File: src/rtl/frame_serializer_pkg.sv
// Shared types and defaults for the frame serializer.
package frame_serializer_pkg;

    typedef enum logic {
        STOP = 1'b0,
        SEND = 1'b1
    } state_t;

    localparam int DEF_FRAME_W = 4;
    localparam logic [DEF_FRAME_W-1:0] DEF_FILLER = 4'b1111;

    // Bit-counter width; never narrower than one bit.
    function automatic int cnt_width(input int w);
        return (w > 1) ? $clog2(w) : 1;
    endfunction

endpackage

File: src/rtl/frame_serializer_hold_buf.sv
// One-entry holding buffer between the word handshake and the frame loader.
module ser_hold_buf #(
    parameter int W = 4
) (
    input  logic         clk,
    input  logic         rst,
    input  logic         wr,
    input  logic [W-1:0] wr_data,
    input  logic         rd,
    output logic         full,
    output logic [W-1:0] data
);

    always_ff @(posedge clk or negedge rst) begin
        if (!rst) begin
            full <= 1'b0;
            data <= '0;
        end else if (wr) begin
            full <= 1'b1;
            data <= wr_data;
        end else if (rd) begin
            full <= 1'b0;
        end
    end

endmodule

File: src/rtl/frame_serializer.sv
// Gap-free, frame-aligned parallel-to-serial transmitter with filler frames.
// Optional word/filler frame counters under FRAME_SERIALIZER_STATS_EN.
//
// state | meaning
// STOP  | line idle, out_valid low, waiting for tx_en at a boundary
// SEND  | shifting out a frame, cnt = index of bit currently on out_bit
module frame_serializer
    import frame_serializer_pkg::*;
#(
    parameter int                   FRAME_W   = DEF_FRAME_W,
    parameter logic [FRAME_W-1:0]   FILLER    = DEF_FILLER,
    parameter bit                   LSB_FIRST = 1'b1
) (
    input  logic               clk,
    input  logic               rst,
    input  logic               tx_en,
    input  logic [FRAME_W-1:0] in_data,
    input  logic               in_valid,
    output logic               in_ready,
    output logic               out_bit,
    output logic               out_valid,
    output logic               frame_start,
`ifdef FRAME_SERIALIZER_STATS_EN
    output logic [15:0]        data_frames,
    output logic [15:0]        filler_frames,
`endif
    output logic               out_is_filler
);

    localparam int CNT_W = cnt_width(FRAME_W);
    localparam logic [CNT_W-1:0] LAST = CNT_W'(FRAME_W - 1);

    state_t             state, state_n;
    logic [FRAME_W-1:0] sr, sr_n, word, buf_data;
    logic [CNT_W-1:0]   cnt, cnt_n, kidx;
    logic               bit_n, valid_n, start_n, filler_n;
    logic               buf_full, buf_wr, buf_rd, hs, at_last, load, take_filler;

    assign in_ready    = !buf_full;
    assign hs          = in_valid && in_ready;
    assign at_last     = (state == SEND) && (cnt == LAST);
    assign load        = tx_en && ((state == STOP) || at_last);
    // A handshake at a load point with an empty buffer goes straight to sr.
    assign buf_wr      = hs && !(load && !buf_full);
    assign buf_rd      = load && buf_full;
    assign take_filler = !buf_full && !hs;
    assign word        = buf_full ? buf_data : (hs ? in_data : FILLER);
    assign kidx        = LSB_FIRST ? (cnt + CNT_W'(1)) : (CNT_W'(FRAME_W - 2) - cnt);

    ser_hold_buf #(.W(FRAME_W)) u_buf (
        .clk     (clk),
        .rst     (rst),
        .wr      (buf_wr),
        .wr_data (in_data),
        .rd      (buf_rd),
        .full    (buf_full),
        .data    (buf_data)
    );

    always_comb begin
        state_n  = state;
        sr_n     = sr;
        cnt_n    = cnt;
        bit_n    = 1'b0;
        valid_n  = 1'b0;
        start_n  = 1'b0;
        filler_n = 1'b0;
        if (load) begin
            state_n  = SEND;
            sr_n     = word;
            cnt_n    = '0;
            bit_n    = LSB_FIRST ? word[0] : word[FRAME_W-1];
            valid_n  = 1'b1;
            start_n  = 1'b1;
            filler_n = take_filler;
        end else if (state == SEND && !at_last) begin
            cnt_n    = cnt + CNT_W'(1);
            bit_n    = sr[kidx];
            valid_n  = 1'b1;
            filler_n = out_is_filler;
        end else if (at_last) begin
            state_n = STOP;
            cnt_n   = '0;
        end
    end

    always_ff @(posedge clk or negedge rst) begin
        if (!rst) begin
            state         <= STOP;
            sr            <= '0;
            cnt           <= '0;
            out_bit       <= 1'b0;
            out_valid     <= 1'b0;
            frame_start   <= 1'b0;
            out_is_filler <= 1'b0;
        end else begin
            state         <= state_n;
            sr            <= sr_n;
            cnt           <= cnt_n;
            out_bit       <= bit_n;
            out_valid     <= valid_n;
            frame_start   <= start_n;
            out_is_filler <= filler_n;
        end
    end

`ifdef FRAME_SERIALIZER_STATS_EN
    always_ff @(posedge clk or negedge rst) begin
        if (!rst) begin
            data_frames   <= '0;
            filler_frames <= '0;
        end else if (load) begin
            if (take_filler) filler_frames <= filler_frames + 16'd1;
            else             data_frames   <= data_frames + 16'd1;
        end
    end
`endif

endmodule
File: config.mk
export PLATFORM = sky130hd
export DESIGN_NAME = frame_serializer
export DESIGN_NICKNAME = d
export VERILOG_FILES = /design/src/rtl/frame_serializer_pkg.sv /design/src/rtl/frame_serializer_hold_buf.sv /design/src/rtl/frame_serializer.sv
export SDC_FILE = /design/constraint.sdc
export NUM_CORES = 1
export LEC_CHECK = 0
export BUFFER_PORTS_ARGS = -buffer_cell sky130_fd_sc_hd__clkbuf_2
export CORE_MARGIN = 5
export CORE_UTILIZATION = 50
export DETAILED_ROUTE_END_ITERATION = 10
export PLACE_DENSITY = 0.82
export SLEW_MARGIN = 20
export SYNTH_ARGS = -nofsm -noshare
export SYNTH_HDL_FRONTEND = slang
export SYNTH_HIERARCHICAL = 1
export SYNTH_SLANG_ARGS = --single-unit
File: constraint.sdc
create_clock -name clk -period 2.1 [get_ports clk]
set_input_delay 0.63 -clock clk [delete_from_list [all_inputs] [get_ports clk]]
set_output_delay 0.63 -clock clk [all_outputs]
set_load 0.02 [all_outputs]
After elaboration in Yosys (flattened, before gate mapping)
Index checks and enable logic that the tools add are counted.

Output and inout bits: 5. Logic and storage cells: 50. Flip-flop bits (word level): 16.

Equality and inequality tests: 2. $lt $le $gt $ge: 1. Reductions and logical operators: 17. Multiplexer cells: 19. $add $sub $neg: 1. Bitwise logic cells: 1.

Operators by type and width (number): $mux W1 (13); $logic_and A1 B1 Y1 (8); $mux W4 (2); $mux W2 (3); $logic_not A1 Y1 (4); $reduce_bool A2 Y1 (2); $lt A2 B3 Y1 const B (1); $reduce_bool A3 Y1 (1); $add A2 B1 Y2 const B (1); $bmux W1 S2 (1); $eq A2 B2 Y1 const B (1); $ne A2 B2 Y1 const B (1); $reduce_and A2 Y1 (1); $logic_or A1 B1 Y1 (1); $not A1 Y1 (1).

Logic depth before layout (Yosys ltp)
Depth in word-level cells: 8. Gate-level depth with buffers: 6. Mapped depth without buffers: 6.

Cells and area by module
Netlist, hierarchy kept.

Modules (own cells, without submodules): frame_serializer (times used 1, cells an instance 45, seq. area each 275.3 um^2, area each 505.5 um^2); ser_hold_buf (times used 1, cells an instance 11, seq. area each 125.1 um^2, area each 182.7 um^2).

Least setup slack after synthesis
Ideal clock, no wire load.

Path type: flip-flop to flip-flop. Start point: register cnt[0]. End point: register u_buf.data[0]. Library setup time: 0.125 ns. Setup slack: 0.444 ns. Data required time: 1.975 ns. Data arrival time: 1.531 ns. Stages on the path, launching flop included: 5. Cell sequence: dfrtp_1 ha_1 nand2b_2 a21oi_1 mux2_2.

Word-level cells in the longest chain between the ends: 7.

Ends and longest elaborated chain: start: declaration (line frame_serializer.sv:35) `logic [CNT_W-1:0] cnt, cnt_n, kidx;`; start signal: assignment (line frame_serializer.sv:99) `cnt <= cnt_n;`; $eq A2 B2 Y1 (line frame_serializer.sv:41) `assign at_last = (state == SEND) && (cnt == LAST);`; $logic_and A1 B1 Y1 (line frame_serializer.sv:41); $logic_or A1 B1 Y1 (line frame_serializer.sv:42) `assign load = tx_en && ((state == STOP) || at_last);`; $logic_and A1 B1 Y1 (line frame_serializer.sv:42); $logic_and A1 B1 Y1 (line frame_serializer.sv:44) `assign buf_wr = hs && !(load && !buf_full);`; $logic_not A1 Y1 (line frame_serializer.sv:44); $logic_and A1 B1 Y1 (line frame_serializer.sv:44); via buf_wr (line frame_serializer.sv:37) `logic buf_full, buf_wr, buf_rd, hs, at_last, load, take_filler;`; end signal: assignment (line frame_serializer_hold_buf.sv:20) `data <= wr_data;`; end: declaration (line frame_serializer_hold_buf.sv:11) `output logic [W-1:0] data`.

The timed path passes the listed nets, and every way through them passes these cells. A chain may end at the register's enable or synchronous reset.

Final worst setup path
Start point: register cnt[0]. End point: register u_buf.data[2].

Same word-level chain as after synthesis.

==> qor_table.md <==
| Result | This run | Unit |
|---|---|---|
| Row count | 13 | - |
| Worst setup path class | reg2reg | - |
| Standard cell core area | 0.001301 | mm^2 |
| Top post-synthesis cells by area | dfrtp_1 58%, mux2_2 6.5%, o21ai_1 3.6%, nand2_1 2.7%, o22ai_1 2.7% | - |
| Setup crit start kind | flip-flop | - |
| Post-detailed-route DRC marker count | 0 | - |
| Clock-pin slew reported for the worst setup and hold paths after clock tree synthesis | 90 | ps |
| CTS max path bufs | 2 | - |
| Detail-routed via count per cell | 5.678 | - |
| Leakage | 0.3908 | nW |
| Count of boundary I/O pins | 13 | - |
| Detailed-routing iteration count for the pre-antenna-repair pass | 4 | - |
| Count of routing violations after the opening detailed-route iteration | 4 | - |
| Total detailed-routing wirelength | 1.229 | mm |
| Diode insertion count for antenna repair | 0 | - |
| Avg WL per Cell | 14.13 | um |
| Slowest-stage cell, CP | dfrtp_1 | - |
| Share of layout cells above drive strength 1 | 36.11 | % |
| Hold Violations, Final | 0 | - |
| Synthesized area divided by synthesized cell count | 12.29 | um^2 |
| Relative area change from synthesis to final layout | 16.73 | % |
| Number of instances in the synthesized netlist | 56 | - |
| Clock network latency to the later pin of the worst-skew pair | 290 | ps |
| TritonCTS Buffers | 3 | - |
| Number of warnings reported in the yosys synthesis log | 6 | - |
| Worst stage delay on the critical path | 450 | ps |
| Ordered cell list for the critical path | ha_1, nand2b_2, a21oi_1, mux2_2 | - |
| Setup-failing EPs final | 0 | - |
| Total Die Area | 0.002218 | mm^2 |
| Most area-hungry cell type in the Yosys netlist | dfrtp_1 | - |
| Overall fraction of global-route tracks in use | 14.38 | % |
| Minimum hold slack | 232.3 | ps |
| Critical-path maximum fanout | 7 | - |
| Max-slew violations | 0 | - |
| Worst slew margin relative to its limit | 70.29 | % |
| CTS HTree Levels | 1 | - |
| Vias in the first global route | 531 | - |
| CTS tree | yes | - |
| Number of cells in the finished layout apart from fillers | 87 | - |
| Number of antenna violations at the first check in global routing | 0 | - |
| Pin count of the biggest net entering global routing | 17 | - |
| RSZ-0062 raised after global routing | no | - |
| Setup TNS | 0 | ps |
| Hold Path Class | in2async | - |
| Number of nets in the layout | 82 | - |
| Nature of the critical path endpoint | flip-flop | - |
| I/O Buffers | 12 | - |
| # hold bufs at CTS | 0 | - |
| Initial Util | 52.88 | % |
| Max cap viols | 0 | - |
| Leftover overflow at the end of global routing | 0 | - |
| Num Clock Sinks | 16 | - |
| Fraction of the core area covered by cells at the end of the flow | 61.73 | % |
| Mapped Area | 688.2 | um^2 |
| Global-route wire length before repair | 2.152 | mm |
| Largest voltage drop on the vdd net | 0.0006472 | V |
| GPL Wtd Cong | 0.8193 | - |
| Max Clock Freq | 543.1 | MHz |
| Top cell type's share of synthesized area | 58.18 | % |
| Inst Count DP | 83 | - |
| Pwr dens | 1542 | mW/mm^2 |
| Clock root buffer | clkbuf_4 | - |
| Number of buffers inserted to repair setup after CTS | 0 | - |
| Final worst path period share | 87.69 | % |
| Detailed Place HPWL | 953.2 | um |
| Run status | completed | - |
| Final Critical Period | 1841 | ps |
| Die H | 47.10 | um |
| Cells resized by post-CTS repair | 0 | - |
| Horiz. Die Dim | 47.10 | um |
| Syn nets | 65 | - |
| Worst endpoint required time | 2280 | ps |
| Post-DRT Antenna Nets | 0 | - |
| #FFs+latches synth | 16 | - |
| Detailed-route via count | 494 | - |
| Share of the yosys chip area belonging to registers | 58.18 | % |
| Post-route clock skew | 6.640 | ps |
| Worst endpoint data arrival time | 2020 | ps |
| Count of cell types in the netlist | 24 | - |
| Tightest Pin Transition | 445.6 | ps |
[path summary, 6_finish.rpt]
path / startpoint / end / slack [ps] / depth (start not counted)
setup / recovery: cnt[0] / u_buf/data[2] / 260 / 4
hold / removal: rst / sr[0] / 230 / 1
setup reg to reg: cnt[0] / u_buf/data[2] / 260 / 4
hold reg to reg: out_is_filler / out_is_filler / 500 / 2
max in group asynchronous: rst / sr[1] / 1590 / 1
min in group clk: out_is_filler / out_is_filler / 500 / 2
[sequential cells by signal (all words and copies together) (netlist names)]
signal / flops
out_bit: 1
state: 1
u_buf/full: 1
cnt: 2
frame_start: 1
out_is_filler: 1
out_valid: 1
u_buf/data: 4
sr: 4
[Yosys cell counts]
cell        n
a21bo_1     1
dfrtp_1    16
o22ai_1     3
mux2_2      4
nand2b_4    1
nor2_1      2
ha_1        1
inv_1       3
a21oi_1     1
o2111ai_2   1
o21ai_1     5
o41ai_2     1
nand3_1     1
nand2_1     5
mux2i_1     1
and2b_1     1
nand2b_1    1
mux2_1      1
inv_2       1
o21ai_0     2
nand2b_2    1
o311ai_1    1
a22o_1      1
a21o_2      1
[layer usage]
layer	part of all wire [%]	wire, um	vias to the layer above	global-route usage, %
met2	47	578	22	21.41
met5	0	0	-	0
met3	8.1	100	7	3.831
met4	4.1	51	0	12.15
li1	-	-	235	-
met1	41	498	230	17.11
[critical path: cells and delay by family, from the launching register on]
kind / cells / cell delay (ps)
multiplexers: 1 / 390
AND/OR/NAND/NOR: 1 / 240
adder cells (fa/ha/maj): 1 / 230
AO/OA/AOI/OAI: 1 / 420
flip-flops: 1 / 450
[cells by family (layout without fill, tap and decap cells)]
family,count (synthesis),in the layout,synth area share (%)
adder cells (fa/ha/maj),1,1,1.818
buffers and inverters,4,20,2.181
AND/OR/NAND/NOR,12,12,9.819
flip-flops,16,16,58.18
AO/OA/AOI/OAI,17,17,18.36
multiplexers,6,6,9.636
[layout make-up]
type	count	area, um^2
Clock buffer	4	36.28
Timing Repair Buffer	12	60.06
Sequential cell	16	400.4
Inverter	4	15.01
Multi-Input combinational cell	36	272.8
Tap cell	15	18.77
Fill cell	114	498.0
[stage by stage]
| stage | total power, W | instance area (um^2) | setup WS [ps] |
|---|---|---|---|
| after global routing | 0.001348 | 803.3 | 139.1 |
| after CTS | 0.001250 | 803.3 | 249.4 |
| after detailed placement | 0.001050 | 767.0 | 266.0 |
| after floorplan | 0.0009118 | 688.2 | 444.3 |
| after global placement | 0.001025 | 767.0 | 354.8 |
| final | 0.001239 | 803.3 | 258.6 |
[layout by cell type, fill, tap and decap left out]
cell type   n
mux2i_1     1
nand2b_2    1
dfrtp_1    16
clkbuf_2   12
nand2_1     5
a21oi_1     1
a21o_2      1
o2111ai_2   1
o21ai_1     5
inv_1       3
o41ai_2     1
nand2b_1    1
clkbuf_8    1
mux2_2      4
inv_2       1
a21bo_1     1
nor2_1      2
nand3_1     1
o311ai_1    1
o21ai_0     2
and2b_1     1
a22o_1      1
mux2_1      1
clkbuf_4    3
ha_1        1
o22ai_1     3
nand2b_4    1
[where the power goes]
group,internal (W),switching [W]
logic,0.000235,0.000264
clock network,0.000106,0.0000970
registers,0.000452,0.0000858
total,0.000792,0.000447
No activity file was read; power rests on OpenSTA's default activity.
